**config.mk**
```make
export PLATFORM = sky130hd
export DESIGN_NAME = if_id_fetch_stage_flat
export DESIGN_NICKNAME = d
export VERILOG_FILES = /design/src/rtl/if_id_fetch_stage_if.sv /design/src/rtl/if_id_fetch_stage.sv /design/src/flat_wrapper.sv
export SDC_FILE = /design/constraint.sdc
export NUM_CORES = 2
export LEC_CHECK = 0
export ABC_AREA = 0
export CORE_MARGIN = 2
export CORE_UTILIZATION = 60
export CTS_CLUSTER_DIAMETER = 150
export DETAILED_ROUTE_END_ITERATION = 7
export PLACE_DENSITY_LB_ADDON = 0.2
export SYNTH_ARGS = -nofsm -noshare
export SYNTH_HDL_FRONTEND = slang
export SYNTH_SLANG_ARGS = --single-unit
```
**constraint.sdc**
```tcl
create_clock -name clk -period 4.5 [get_ports clk]
set_clock_uncertainty 0.1 [all_clocks]
set_input_delay 1.35 -clock clk [delete_from_list [all_inputs] [get_ports clk]]
set_output_delay 1.35 -clock clk [all_outputs]
set_load 0.005 [all_outputs]
```
**src/rtl/if_id_fetch_stage_if.sv**
```systemverilog
// Bus between the fetch stage and its environment: pipeline control from later
// stages, the program-load port, and the IF/ID register contents seen by decode.
interface if_id_fetch_stage_if #(
  parameter int AW = 6
);
  logic          stall;
  logic          flush;
  logic          branch_taken;
  logic [31:0]   branch_target;
  logic          imem_we;
  logic [AW-1:0] imem_waddr;
  logic [31:0]   imem_wdata;
  logic [31:0]   pc_out;
  logic [31:0]   ifid_instr;
  logic [31:0]   ifid_pc4;
  logic          ifid_valid;
  logic [5:0]    Op;
  logic [15:0]   fetch_count;

  modport master (
    output stall, flush, branch_taken, branch_target,
    output imem_we, imem_waddr, imem_wdata,
    input  pc_out, ifid_instr, ifid_pc4, ifid_valid, Op, fetch_count
  );

  modport slave (
    input  stall, flush, branch_taken, branch_target,
    input  imem_we, imem_waddr, imem_wdata,
    output pc_out, ifid_instr, ifid_pc4, ifid_valid, Op, fetch_count
  );
endinterface

```
**src/rtl/if_id_fetch_stage.sv**
```systemverilog
// Instruction-fetch stage with IF/ID pipeline register: PC, word-addressed
// instruction memory, stall/flush/redirect handling and a saturating fetch counter.
module if_id_fetch_stage #(
  parameter int          IMEM_DEPTH = 64,
  parameter int          AW         = 6,
  parameter logic [31:0] RESET_PC   = 32'h0000_0000
) (
  input logic                clk,
  input logic                rst_n,
  if_id_fetch_stage_if.slave bus
);

  localparam logic [31:0] BUBBLE_INSTR = 32'h0000_0000;
  localparam logic [15:0] COUNT_MAX    = 16'hFFFF;

  logic [31:0] imem_r [IMEM_DEPTH];

  logic [31:0] pc_r;
  logic [31:0] ifidInstr_r;
  logic [31:0] ifidPc4_r;
  logic        ifidValid_r;
  logic [15:0] fetchCount_r;

  logic [31:0] pcPlus4_s;
  logic [31:0] fetchWord_s;
  logic [31:0] targetAligned_s;
  logic [31:0] pcNext_s;
  logic [31:0] instrNext_s;
  logic [31:0] pc4Next_s;
  logic        validNext_s;
  logic [15:0] countNext_s;

  // Combinational read; upper PC bits drop out so the index wraps modulo the depth.
  assign fetchWord_s     = imem_r[pc_r[AW+1:2]];
  assign pcPlus4_s       = pc_r + 32'd4;
  assign targetAligned_s = bus.branch_target & ~32'd3;

  // Program-load write port; contents deliberately survive reset.
  always_ff @(posedge clk) begin
    if (bus.imem_we) begin
      imem_r[bus.imem_waddr] <= bus.imem_wdata;
    end
  end

  // Next-state selection: redirect beats flush, flush beats stall, else fetch.
  always_comb begin
    pcNext_s    = pc_r;
    instrNext_s = ifidInstr_r;
    pc4Next_s   = ifidPc4_r;
    validNext_s = ifidValid_r;
    countNext_s = fetchCount_r;
    if (bus.branch_taken) begin
      pcNext_s    = targetAligned_s;
      instrNext_s = BUBBLE_INSTR;
      pc4Next_s   = 32'h0000_0000;
      validNext_s = 1'b0;
    end else if (bus.flush) begin
      instrNext_s = BUBBLE_INSTR;
      pc4Next_s   = 32'h0000_0000;
      validNext_s = 1'b0;
      if (bus.stall) begin
        pcNext_s = pc_r;
      end else begin
        pcNext_s = pcPlus4_s;
      end
    end else if (bus.stall) begin
      pcNext_s = pc_r;
    end else begin
      pcNext_s    = pcPlus4_s;
      instrNext_s = fetchWord_s;
      pc4Next_s   = pcPlus4_s;
      validNext_s = 1'b1;
      if (fetchCount_r == COUNT_MAX) begin
        countNext_s = fetchCount_r;
      end else begin
        countNext_s = fetchCount_r + 16'd1;
      end
    end
  end

  // PC, IF/ID register and fetch counter.
  always_ff @(posedge clk or negedge rst_n) begin
    if (!rst_n) begin
      pc_r         <= RESET_PC;
      ifidInstr_r  <= BUBBLE_INSTR;
      ifidPc4_r    <= 32'h0000_0000;
      ifidValid_r  <= 1'b0;
      fetchCount_r <= 16'h0000;
    end else begin
      pc_r         <= pcNext_s;
      ifidInstr_r  <= instrNext_s;
      ifidPc4_r    <= pc4Next_s;
      ifidValid_r  <= validNext_s;
      fetchCount_r <= countNext_s;
    end
  end

  assign bus.pc_out      = pc_r;
  assign bus.ifid_instr  = ifidInstr_r;
  assign bus.ifid_pc4    = ifidPc4_r;
  assign bus.ifid_valid  = ifidValid_r;
  assign bus.Op          = ifidInstr_r[31:26];
  assign bus.fetch_count = fetchCount_r;

endmodule
```
**src/flat_wrapper.sv**
```systemverilog
// flat-port wrapper written by rule: the top's interface ports become plain ports
module if_id_fetch_stage_flat 
#(
  parameter int          IMEM_DEPTH = 64,
  parameter int          AW         = 6,
  parameter logic [31:0] RESET_PC   = 32'h0000_0000
)
  (clk, rst_n, bus_stall, bus_flush, bus_branch_taken, bus_branch_target, bus_imem_we, bus_imem_waddr, bus_imem_wdata, bus_pc_out, bus_ifid_instr, bus_ifid_pc4, bus_ifid_valid, bus_Op, bus_fetch_count);
  if_id_fetch_stage_if #(.AW(AW)) bus_i ();
  input logic clk;
  input logic rst_n;
  input wire logic [$bits(bus_i.stall)-1:0] bus_stall;
  input wire logic [$bits(bus_i.flush)-1:0] bus_flush;
  input wire logic [$bits(bus_i.branch_taken)-1:0] bus_branch_taken;
  input wire logic [$bits(bus_i.branch_target)-1:0] bus_branch_target;
  input wire logic [$bits(bus_i.imem_we)-1:0] bus_imem_we;
  input wire logic [$bits(bus_i.imem_waddr)-1:0] bus_imem_waddr;
  input wire logic [$bits(bus_i.imem_wdata)-1:0] bus_imem_wdata;
  output wire logic [$bits(bus_i.pc_out)-1:0] bus_pc_out;
  output wire logic [$bits(bus_i.ifid_instr)-1:0] bus_ifid_instr;
  output wire logic [$bits(bus_i.ifid_pc4)-1:0] bus_ifid_pc4;
  output wire logic [$bits(bus_i.ifid_valid)-1:0] bus_ifid_valid;
  output wire logic [$bits(bus_i.Op)-1:0] bus_Op;
  output wire logic [$bits(bus_i.fetch_count)-1:0] bus_fetch_count;
  assign bus_i.stall = bus_stall;
  assign bus_i.flush = bus_flush;
  assign bus_i.branch_taken = bus_branch_taken;
  assign bus_i.branch_target = bus_branch_target;
  assign bus_i.imem_we = bus_imem_we;
  assign bus_i.imem_waddr = bus_imem_waddr;
  assign bus_i.imem_wdata = bus_imem_wdata;
  assign bus_pc_out = bus_i.pc_out;
  assign bus_ifid_instr = bus_i.ifid_instr;
  assign bus_ifid_pc4 = bus_i.ifid_pc4;
  assign bus_ifid_valid = bus_i.ifid_valid;
  assign bus_Op = bus_i.Op;
  assign bus_fetch_count = bus_i.fetch_count;
  if_id_fetch_stage #(.IMEM_DEPTH(IMEM_DEPTH), .AW(AW), .RESET_PC(RESET_PC)) u_core (.clk(clk), .rst_n(rst_n), .bus(bus_i));
endmodule
```
==> metrics.cfg <==
[run_status]
status = complete, no violations

[floorplanning]
die_w_um = 376
start_util_pct = 60.5
core_mm2 = 0.137
die-area_mm2 = 0.142
rows = 136
ios = 195
die_height_um = 376

[global_routing]
antenna_found_initial = 11
grt_use_total_pct = 29.5
grt_pass1_vias = 41800
grt_pass1_wl_um = 295000
overflow = 0
grt_start_max_net_pins = 65

[min_path]
hp-start = u_core.bus.ifid_pc4[15]
hold_depth = 2
hp-class = flip-flop to flip-flop
whs_endpoint = u_core.bus.ifid_pc4[15]

[detailed_routing]
wl_um = 206000
drt-initial-drc-count = 5594
wl_per_cell_um = 32.5
antenna_left = 0
post-route-drc-count = 0
viasPerCell = 6.66
vias = 42200
drtPass1Iterations = 7

[synthesis]
ys_types = 58
synth_cells = 3981
synthFlopType = edfxtp_1
seq_area_frac_synth_pct = 77.2
synth-seq-cells = 2158
synth-async-reset-ratio_pct = 5.10
avgSynthCellArea_um2 = 20.9
synth-edff-count = 2048
yosysWarnings = 0
synth_area_mm2 = 0.0832

[clock_tree]
post_cts_resized = 0
clkLatencyLatePin_ns = 0.84
cts_buffers = 206
path_clk_slew_ns = 0.06
cts_hold_buf = 0
root_buffer = clkbuf_16
clk_path_buf_depth = 3
htreeDepth = 4
cts.sinks = 2158
post-cts-setup-buffer-count = 0
cts_tree = yes

[cells_and_area]
layout_common_cells = edfxtp_1, mux4_2, mux2i_1, clkbuf_16, nand2_1
final_nets = 4448
fillCellCount = 8194
drive_above_1_share_pct = 23.8
area_growth_syn_to_layout_pct = 15.0
layout_commonest_cell = edfxtp_1

[worst_setup_path]
cp.required_ns = 3.05
cp_cell_sequence = buf_4, clkdlybuf4s50_1
max_stage_delay_ns = 0.89
startpoint_type = flip-flop
cp_top_family = flip-flops
critical_path_class = flip-flop to output port
crit_arrival_ns = 2.63
crit_slowest_cell = dfrtp_4
rr_endpoint = u_core.bus.ifid_instr[11]
rrSetupSlack_ns = 0.81
end_kind = output port
reg2reg_from = u_core.bus.pc_out[3]
worst-path-max-fanout = 33
worst_r2r_path_depth = 6
critical_path_buf_inv_count = 2

[pwr]
finalPower_w = 0.0434
peakVddDrop_uv = 314
total_leakage_power_nw = 30.6
powerDensity_mw_per_mm2 = 453

[sta]
finalCriticalPeriod_ns = 4.08
worstMarginPinSlew_ns = 1.35
rsz0062_at_grt = no
period_share_pct = 90.7
hold_violations = 0
timing.hold.ws_ns = 0.376
fmax_mhz = 245
relSlewSlack_pct = 10.2
setup_ws_ns = 0.420
finalSetupTns_ns = 0
drv_slew = 0
setup_viol = 0

[placed_design]
hpwl_um = 121000
place.gp.congestion = 0.913
portBuffers = 190
place_ws_ns = 0.669

[flow_run]
cap_viol_max_count = 0

[metal layers]
layer	GRT usage, %	share of wire (%)	vias up
met5	0	0.017	-
met4	10.4	3.4	6
met3	7.05	11	304
met2	44.3	46	2417
met1	43.3	39	22200
li1	-	-	17300
[registers in the layout, indices dropped and copies added (netlist names)]
name,cells
u_core.bus.fetch_count,16
u_core.bus.ifid_instr,32
u_core.bus.ifid_pc4,31
u_core.bus.ifid_valid,1
u_core.bus.pc_out,30
u_core.imem_r,2048
[layout make-up]
class / count / area, um2 / area share, %
multi-input cells: 1586 / 18300 / 19.1
flip-flops and latches: 2158 / 64300 / 67.2
clock buffers: 259 / 5440 / 5.68
clock inverters: 118 / 1030 / 1.07
well taps: 1794 / 2240 / 2.35
repair buffers: 415 / 4400 / 4.60
diodes: 5 / 12.5 / 0.0131
inverters: 3 / 11.3 / 0.0118
[worst max-delay path by stage]
stage,start,to,slack [ns],cells past startpoint
after floorplan,bus_imem_waddr[4],u_core.imem_r[16][0],0.43,4
after global placement,bus_imem_we,u_core.imem_r[30][18],0.70,6
after detailed placement,bus_imem_waddr[3],u_core.imem_r[53][1],0.67,5
after CTS,u_core.bus.pc_out[4],bus_pc_out[4],0.37,2
after global routing,u_core.bus.pc_out[4],bus_pc_out[4],0.38,2
final,u_core.bus.pc_out[4],bus_pc_out[4],0.42,2
[cell usage after synthesis (2+ instances only)]
cell type / n / share of area (%)
mux2i_1: 255 / 3.1
buf_1: 11 / 0.050
or3b_2: 2 / 0.021
nor3b_1: 2 / 0.018
nand4b_1: 2 / 0.021
a221oi_1: 3 / 0.032
o22ai_1: 93 / 0.70
and3_1: 4 / 0.030
a21oi_1: 40 / 0.24
xnor2_1: 54 / 0.57
o21ai_0: 46 / 0.28
nand4_1: 13 / 0.098
nor3_2: 4 / 0.048
o21ai_1: 14 / 0.084
buf_6: 5 / 0.068
mux2_2: 2 / 0.027
nand2_1: 182 / 0.82
a22o_1: 2 / 0.021
nor3_1: 16 / 0.096
nor4_1: 2 / 0.015
a22oi_1: 94 / 0.85
inv_1: 3 / 0.014
dfrtp_1: 110 / 3.3
and4_1: 5 / 0.053
edfxtp_1: 2048 / 74
nand2b_1: 10 / 0.075
xor2_1: 17 / 0.18
clkbuf_1: 79 / 0.36
mux4_2: 447 / 12
buf_4: 32 / 0.29
and2_1: 6 / 0.045
o21a_1: 2 / 0.018
a31oi_1: 30 / 0.23
nor2_1: 97 / 0.44
or2_2: 3 / 0.023
nor4b_1: 29 / 0.31
nand3b_1: 3 / 0.027
buf_2: 108 / 0.65
or3_1: 4 / 0.030
nor2b_1: 8 / 0.060
nand3_1: 47 / 0.28
a211oi_1: 30 / 0.27
ha_1: 2 / 0.030
[through the flow]
step / std cells / area (um2) / util (%)
3_3_place_gp: 5956 / 89200 / 64.9
2_1_floorplan: 3982 / 83200 / -
6_report: 6338 / 95700 / 69.6
3_5_place_dp: 5956 / 89200 / 64.9
5_1_grt: 6333 / 95700 / 69.6
4_1_cts: 6333 / 95700 / 69.6
[kinds of logic after synthesis]
family                   share of synthesized area [%]
other                                          0.00451
adder cells (fa/ha/maj)                         0.0301
XOR/XNOR                                         0.747
AND/OR/NAND/NOR                                   2.62
AO/OA/AOI/OAI                                     2.77
flip-flops                                        77.2
multiplexers                                      15.2
buffers and inverters                             1.43
[report_power, final]
part / internal (W) / switching [W] / total [W]
clock: 0.00936 / 0.00724 / 0.0166
combinational: 0.00185 / 0.00248 / 0.00433
sequential: 0.0222 / 0.000250 / 0.0224
total: 0.0334 / 0.00997 / 0.0434
[worst reg2reg max path: stages (launching register included)]
cell and delay [ns]:
dfrtp_4 1.04, buf_12 0.41, mux4_2 0.31, mux2i_1 0.15, a211oi_1 0.85, nand2_1 0.46, a31oi_1 0.28
No activity file was read; power rests on OpenSTA's default activity.
